[src/rtl/out_fifo_pkg.sv]
// out_fifo_pkg: shared constants for the transmit-side output FIFO.
//   MODE_8X4 / MODE_4X4 : internal read-mode encoding
//   BYTE_W / NIB_W      : write-lane and read-lane widths
//   cnt_width()         : occupancy counter width for a given depth (0..DEPTH)
package out_fifo_pkg;

  localparam logic MODE_8X4 = 1'b1;
  localparam logic MODE_4X4 = 1'b0;

  localparam int BYTE_W = 8;
  localparam int NIB_W  = 4;

  function automatic int cnt_width(input int depth);
    return $clog2(depth + 1);
  endfunction

endpackage

[src/rtl/out_fifo_flags.sv]
// out_fifo_flags: registers the four status flags from the next-cycle
// occupancy so they are valid right after the edge that changes the count.
//   i_clk        clock
//   i_rst        asynchronous active-high reset
//   i_count      next-cycle occupancy (entries not fully retired)
//   o_empty      occupancy == 0
//   o_full       occupancy == DEPTH
//   o_almost_empty  occupancy <= ALMOST_EMPTY_VALUE
//   o_almost_full   free entries <= ALMOST_FULL_VALUE
module out_fifo_flags
  import out_fifo_pkg::*;
#(
  parameter int DEPTH              = 8,
  parameter int ALMOST_EMPTY_VALUE = 1,
  parameter int ALMOST_FULL_VALUE  = 1,
  parameter int CW                 = cnt_width(DEPTH)
) (
  input  logic          i_clk,
  input  logic          i_rst,
  input  logic [CW-1:0] i_count,
  output logic          o_empty,
  output logic          o_full,
  output logic          o_almost_empty,
  output logic          o_almost_full
);

  localparam logic [CW-1:0] DEPTH_C = CW'(DEPTH);
  localparam logic [CW-1:0] AE_TH   = CW'(ALMOST_EMPTY_VALUE);
  // DEPTH - count <= AF  <=>  count >= DEPTH - AF
  localparam logic [CW-1:0] AF_TH   = CW'(DEPTH - ALMOST_FULL_VALUE);

  always_ff @(posedge i_clk or posedge i_rst) begin
    if (i_rst) begin
      o_empty        <= 1'b1;
      o_full         <= 1'b0;
      o_almost_empty <= 1'b1;
      o_almost_full  <= 1'b0;
    end else begin
      o_empty        <= (i_count == '0);
      o_full         <= (i_count == DEPTH_C);
      o_almost_empty <= (i_count <= AE_TH);
      o_almost_full  <= (i_count >= AF_TH);
    end
  end

endmodule

[src/rtl/out_fifo_sync.sv]
// out_fifo_sync: single-clock output FIFO, NUM_CH byte lanes written in
// parallel, drained one nibble per lane per read.
//   ARRAY_MODE_8_X_4 : each word is read as low nibble then high nibble
//   ARRAY_MODE_4_X_4 : each word is read once as its low nibble
// Ports:
//   RDCLK, RESET (async, active-high)
//   WREN, D[NUM_CH*8]   write side; FULL, ALMOSTFULL
//   RDEN, Q[NUM_CH*4]   read side (Q registered); EMPTY, ALMOSTEMPTY
//   OVERFLOW, UNDERFLOW sticky error flags, only when the macro
//                       OUT_FIFO_SYNC_ERRFLAG_EN is defined
module out_fifo_sync
  import out_fifo_pkg::*;
#(
  parameter int    NUM_CH             = 10,
  parameter int    DEPTH              = 8,
  parameter int    ALMOST_EMPTY_VALUE = 1,
  parameter int    ALMOST_FULL_VALUE  = 1,
  parameter string ARRAY_MODE         = "ARRAY_MODE_8_X_4"
) (
  input  logic                     RDCLK,
  input  logic                     RESET,
  input  logic                     WREN,
  input  logic [NUM_CH*BYTE_W-1:0] D,
  output logic                     FULL,
  output logic                     ALMOSTFULL,
  input  logic                     RDEN,
  output logic [NUM_CH*NIB_W-1:0]  Q,
`ifdef OUT_FIFO_SYNC_ERRFLAG_EN
  output logic                     OVERFLOW,
  output logic                     UNDERFLOW,
`endif
  output logic                     EMPTY,
  output logic                     ALMOSTEMPTY
);

  localparam int   AW   = $clog2(DEPTH);
  localparam int   CW   = cnt_width(DEPTH);
  localparam logic MODE = (ARRAY_MODE == "ARRAY_MODE_4_X_4") ? MODE_4X4 : MODE_8X4;

  generate
    if (ARRAY_MODE != "ARRAY_MODE_8_X_4" && ARRAY_MODE != "ARRAY_MODE_4_X_4") begin : g_bad_mode
      $error("out_fifo_sync: illegal ARRAY_MODE");
    end
  endgenerate

  logic [NUM_CH*BYTE_W-1:0] r_mem [DEPTH];
  logic [AW-1:0]            r_wr_ptr;
  logic [AW-1:0]            r_rd_ptr;
  logic                     r_nib_sel;
  logic [CW-1:0]            r_count;
  logic [NUM_CH*NIB_W-1:0]  r_q;

  logic                     w_wr_acc;
  logic                     w_rd_acc;
  logic                     w_retire;
  logic                     w_hi;
  logic [CW-1:0]            w_count_next;
  logic [NUM_CH*BYTE_W-1:0] w_rd_word;
  logic [NUM_CH*NIB_W-1:0]  w_nib;

  // FULL/EMPTY are the registered flags, so acceptance uses pre-edge state.
  assign w_wr_acc  = WREN && !FULL;
  assign w_rd_acc  = RDEN && !EMPTY;
  assign w_hi      = (MODE == MODE_8X4) && r_nib_sel;
  assign w_retire  = w_rd_acc && ((MODE == MODE_4X4) || r_nib_sel);
  assign w_rd_word = r_mem[r_rd_ptr];

  genvar gi;
  generate
    for (gi = 0; gi < NUM_CH; gi++) begin : g_lane
      assign w_nib[gi*NIB_W +: NIB_W] = w_hi ? w_rd_word[gi*BYTE_W+NIB_W +: NIB_W]
                                             : w_rd_word[gi*BYTE_W +: NIB_W];
    end
  endgenerate

  always_comb begin
    w_count_next = r_count;
    if (w_wr_acc && !w_retire) begin
      w_count_next = r_count + CW'(1);
    end else if (!w_wr_acc && w_retire) begin
      w_count_next = r_count - CW'(1);
    end
  end

  // Storage is deliberately left out of reset so it maps onto RAM.
  always_ff @(posedge RDCLK) begin
    if (w_wr_acc) begin
      r_mem[r_wr_ptr] <= D;
    end
  end

  always_ff @(posedge RDCLK or posedge RESET) begin
    if (RESET) begin
      r_wr_ptr  <= '0;
      r_rd_ptr  <= '0;
      r_nib_sel <= 1'b0;
      r_count   <= '0;
      r_q       <= '0;
    end else begin
      r_count <= w_count_next;
      if (w_wr_acc) begin
        r_wr_ptr <= r_wr_ptr + AW'(1);
      end
      if (w_rd_acc) begin
        r_q <= w_nib;
        if (MODE == MODE_8X4) begin
          r_nib_sel <= !r_nib_sel;
        end
      end
      if (w_retire) begin
        r_rd_ptr <= r_rd_ptr + AW'(1);
      end
    end
  end

  assign Q = r_q;

  out_fifo_flags #(
    .DEPTH              (DEPTH),
    .ALMOST_EMPTY_VALUE (ALMOST_EMPTY_VALUE),
    .ALMOST_FULL_VALUE  (ALMOST_FULL_VALUE),
    .CW                 (CW)
  ) u_flags (
    .i_clk          (RDCLK),
    .i_rst          (RESET),
    .i_count        (w_count_next),
    .o_empty        (EMPTY),
    .o_full         (FULL),
    .o_almost_empty (ALMOSTEMPTY),
    .o_almost_full  (ALMOSTFULL)
  );

`ifdef OUT_FIFO_SYNC_ERRFLAG_EN
  logic r_overflow;
  logic r_underflow;

  always_ff @(posedge RDCLK or posedge RESET) begin
    if (RESET) begin
      r_overflow  <= 1'b0;
      r_underflow <= 1'b0;
    end else begin
      if (WREN && FULL)  r_overflow  <= 1'b1;
      if (RDEN && EMPTY) r_underflow <= 1'b1;
    end
  end

  assign OVERFLOW  = r_overflow;
  assign UNDERFLOW = r_underflow;
`endif

endmodule

[config.mk]
export PLATFORM = sky130hd
export DESIGN_NAME = out_fifo_sync
export DESIGN_NICKNAME = d
export VERILOG_FILES = /design/src/rtl/out_fifo_pkg.sv /design/src/rtl/out_fifo_flags.sv /design/src/rtl/out_fifo_sync.sv
export SDC_FILE = /design/constraint.sdc
export NUM_CORES = 1
export LEC_CHECK = 0
export ABC_CLOCK_PERIOD_IN_PS = 10400
export CAP_MARGIN = 20
export CORE_ASPECT_RATIO = 1.2
export CORE_MARGIN = 3
export CORE_UTILIZATION = 40
export DETAILED_ROUTE_END_ITERATION = 10
export GPL_TIMING_DRIVEN = 0
export HOLD_SLACK_MARGIN = 0.03
export PLACE_DENSITY = 0.58
export SYNTH_ARGS = -nofsm -noshare
export SYNTH_HDL_FRONTEND = slang
export SYNTH_HIERARCHICAL = 1
export SYNTH_SLANG_ARGS = --single-unit
[constraint.sdc]
create_clock -name RDCLK -period 10.4 [get_ports RDCLK]
set_clock_uncertainty 0.05 [all_clocks]
set_input_delay 1.04 -clock RDCLK [delete_from_list [all_inputs] [get_ports RDCLK]]
set_output_delay 1.04 -clock RDCLK [all_outputs]
set_load 0.05 [all_outputs]
==> flow_summary_export.csv <==
group,metric,value,unit
clock_tree,clock_path_buffers,3,
setup_path,worstPathRequired,10.65,ns
clock_tree,htree_levels,3,
floorplanning,pin_count,128,
synth,synthSimpleGateAreaFrac,2.918,%
clock_tree,tritoncts,"yes",
cells_and_area,nets,1705,
global_route,antenna_found_initial,10,
clock_tree,clk_pin_slew,0.06,ns
cells_and_area,multi_input_area,0.005747,mm^2
sta,period_minus_slack,3.468,ns
synth,synth_compound_area_share,3.337,%
routing,top_layer_used,"met5",
synth,synth_top_family_by_area,"multiplexers",
worst_hold_path,worst_hold_path_type,"flip-flop to flip-flop",
cells_and_area,nFillCells,5355,
sta,fin_crit_sh,33.35,%
synth,yosys.area_share.xor_xnor,0.2936,%
clock_tree,cts_resized,0,
cells_and_area,drive_above_1_share,17.43,%
sta,hold_viol_final,0,
synth,synthMuxAreaShare,14.49,%
setup_path,r2r-start,"u_flags/o_full",
routing,routedWlPerCell,25.11,um
synth,ys_ff_latch,695,
synth,synth-edff-count,640,
sta,slew-limit-headroom,34.12,%
setup_path,crit_path_start,"WREN",
cells_and_area,fin_area,0.03242,mm^2
synth,avgSynthCellArea,19.87,um^2
routing,vias,13650,
floorplanning,coreArea,0.06611,mm^2
floorplanning,die-area,0.07027,mm^2
setup_path,endpoint,"r_mem[7][65]",
synth,synthesis.area,0.02684,mm^2
setup_path,worstRegToRegCells,6,
routing,routed_wl,64610,um
clock_tree,cts-buffers-inserted,70,
power,power.ir.vdd_worst,0.0001641,V
synth,yosys.area.top_type,"edfxtp_1",
synth,synth_seq_area_share,76.73,%
placed_design,post-dp-hpwl,42930,um
clock_tree,cts_hold_buf,0,
setup_path,path_max_fanout,21,
cells_and_area,seq_area,0.02060,mm^2
setup_path,regToRegSetupSlack,7.47,ns
floorplanning,die_h,289.8,um
synth,synth.area.top_cells,"edfxtp_1, mux2i_1, mux4_2",
floorplanning,fp.dieW,242.5,um
routing,wl_met1,27060,um
setup_path,path_class,"primary input to flip-flop",
routing,drt-vias-per-instance,5.304,
sta,worst_slew_pin_slew,0.9828,ns
synth,synthAdderAreaFrac,0.1864,%
global_route,overflow,0,
sta,rsz0062_at_grt,"no",
power,p_leak,11.09,nW
floorplanning,rows,103,
job,max-cap-violations,0,
setup_path,end_kind,"flip-flop",
setup_path,r2r-end,"r_mem[7][65]",
global_route,grt_usage,18.34,%
placed_design,port_buffers,127,
placed_design,placed_area,0.03014,mm^2
global_route,grt_pass1_wl,94150,um
global_route,grt_max_degree,52,
setup_path,start_kind,"primary input",
floorplanning,start_util,40.60,%
routing,antenna_left,0,
sta,finalSetupTns,0,ns
synth,yosys_warnings,6,
routing,drtIter0Drc,1076,
cells_and_area,areaGrowthSynthToFinish,20.77,%
synth,synth_common_cells,"edfxtp_1, mux2i_1, a22oi_1",
sta,max_freq,0.2883,GHz
synth,syn_inst,1351,
synth,synth_cell_type_count,36,
power,p_per_area,285.6,mW/mm^2
placed_design,routabilityCongestion,0.7288,
synth,ys_async_sr_fraction,7.914,%
setup_path,critPathArrivalTime,3.72,ns
global_route,first_global_vias,13960,
clock_tree,post_cts_buffers,0,
synth,syn-num-nets,1439,
sta,setup_violations,0,
clock_tree,clk_latency,0.60,ns
routing,wl_met3,3413,um
synth,ys.flop_type,"edfxtp_1",
status,outcome,"complete, no violations",
synth,yosysMostFrequentCell,"edfxtp_1",
synth,netlist.area_leader.share,71.59,%
sta,finalMaxSlewViolations,0,
routing,wl_met2,32710,um
routing,drtPass1Iterations,5,
worst_hold_path,whs_path_depth,1,
clock_tree,root_buffer,"clkbuf_16",
routing,drc,0,
clock_tree,cts_sinks,695,
## state kept, by name, indices dropped and copies added (netlist names)
name                    count
u_flags/o_empty             1
r_count                     4
r_wr_ptr                    3
u_flags/o_almost_full       1
r_mem                     640
r_nib_sel                   1
Q                          40
u_flags/o_full              1
r_rd_ptr                    3
u_flags/o_almost_empty      1
## power by group
group          total [mW]  switching [mW]  internal, mW
clock network        2.46            1.03          1.43
registers            3.69           0.161          3.53
logic                3.11            1.86          1.25
## critical path, cell delays in order
cell,delay (ns)
clkdlybuf4s50_1,0.47
nor2b_1,0.39
nand2_1,0.33
nor2_4,0.78
buf_12,0.28
buf_16,0.20
buf_16,0.18
## cells in the final DEF, fill, tap and decap left out, types with 5 or more instances in the layout
master	instances
a22oi_1	81
a31oi_1	40
buf_12	11
buf_16	6
buf_2	22
buf_4	18
buf_6	53
clkbuf_1	50
clkbuf_16	73
clkbuf_8	9
clkdlybuf4s50_1	127
clkinv_1	7
clkinv_2	12
dfrtp_1	53
diode_2	6
edfxtp_1	640
inv_6	5
mux2i_1	200
mux4_1	20
mux4_2	60
nand2_1	7
nand3_1	43
nor2_1	42
or2_1	40
xnor2_1	7
## worst min path at each step
stage | slack (ns) | from | endpoint
floorplan | 0.44 | r_count[3] | r_count[3]
global placement | 0.45 | r_count[3] | r_count[3]
detailed placement | 0.46 | r_count[3] | r_count[3]
CTS | 0.47 | r_count[3] | r_count[3]
global route | 0.51 | r_count[3] | r_count[3]
finish | 0.48 | r_count[3] | r_count[3]
## through the flow
| stage | hold slack, ns | utilization (%) | instances | setup slack [ns] | power [mW] |
|---|---|---|---|---|---|
| floorplan | 0.4353 | - | 1351 | 0.8092 | 5.761 |
| detailed placement | 0.4643 | 45.59 | 2437 | 6.281 | 6.899 |
| CTS | 0.4679 | 49.02 | 2567 | 6.917 | 9.372 |
| finish | 0.4810 | 49.04 | 2573 | 6.932 | 9.259 |
| global route | 0.5100 | 49.03 | 2570 | 6.802 | 9.666 |
| global placement | 0.4533 | 44.22 | 2370 | -8.345 | 6.857 |
## cells by family (layout without fill, tap and decap cells)
logic type,Yosys count,in the layout
AOI/OAI and AO/OA,127,127
xor gates and xnor gates,9,9
adders and majority gates,4,4
buffers and inverters,82,406
DFF,695,695
muxes,281,281
other,0,6
and+or+nand+nor,153,153
## cell type report
cell class                 instances  share of cell area, %
tap                              892                  3.442
inverter                           4                0.05403
sequential                       695                  63.53
timing repair buffer             194                  6.568
clock buffer                     100                  6.225
multi-input combinational        574                  17.73
clock inverter                    30                 0.7603
antenna                            6                0.04631
buffer                            78                  1.648
## per-layer routing
metal	up-vias	GRT usage, %
met5	-	0
met4	8	5.698
met3	96	3.470
met2	376	31.20
met1	7122	24.12
li1	6044	-
Power figures use the tool's default switching activity.
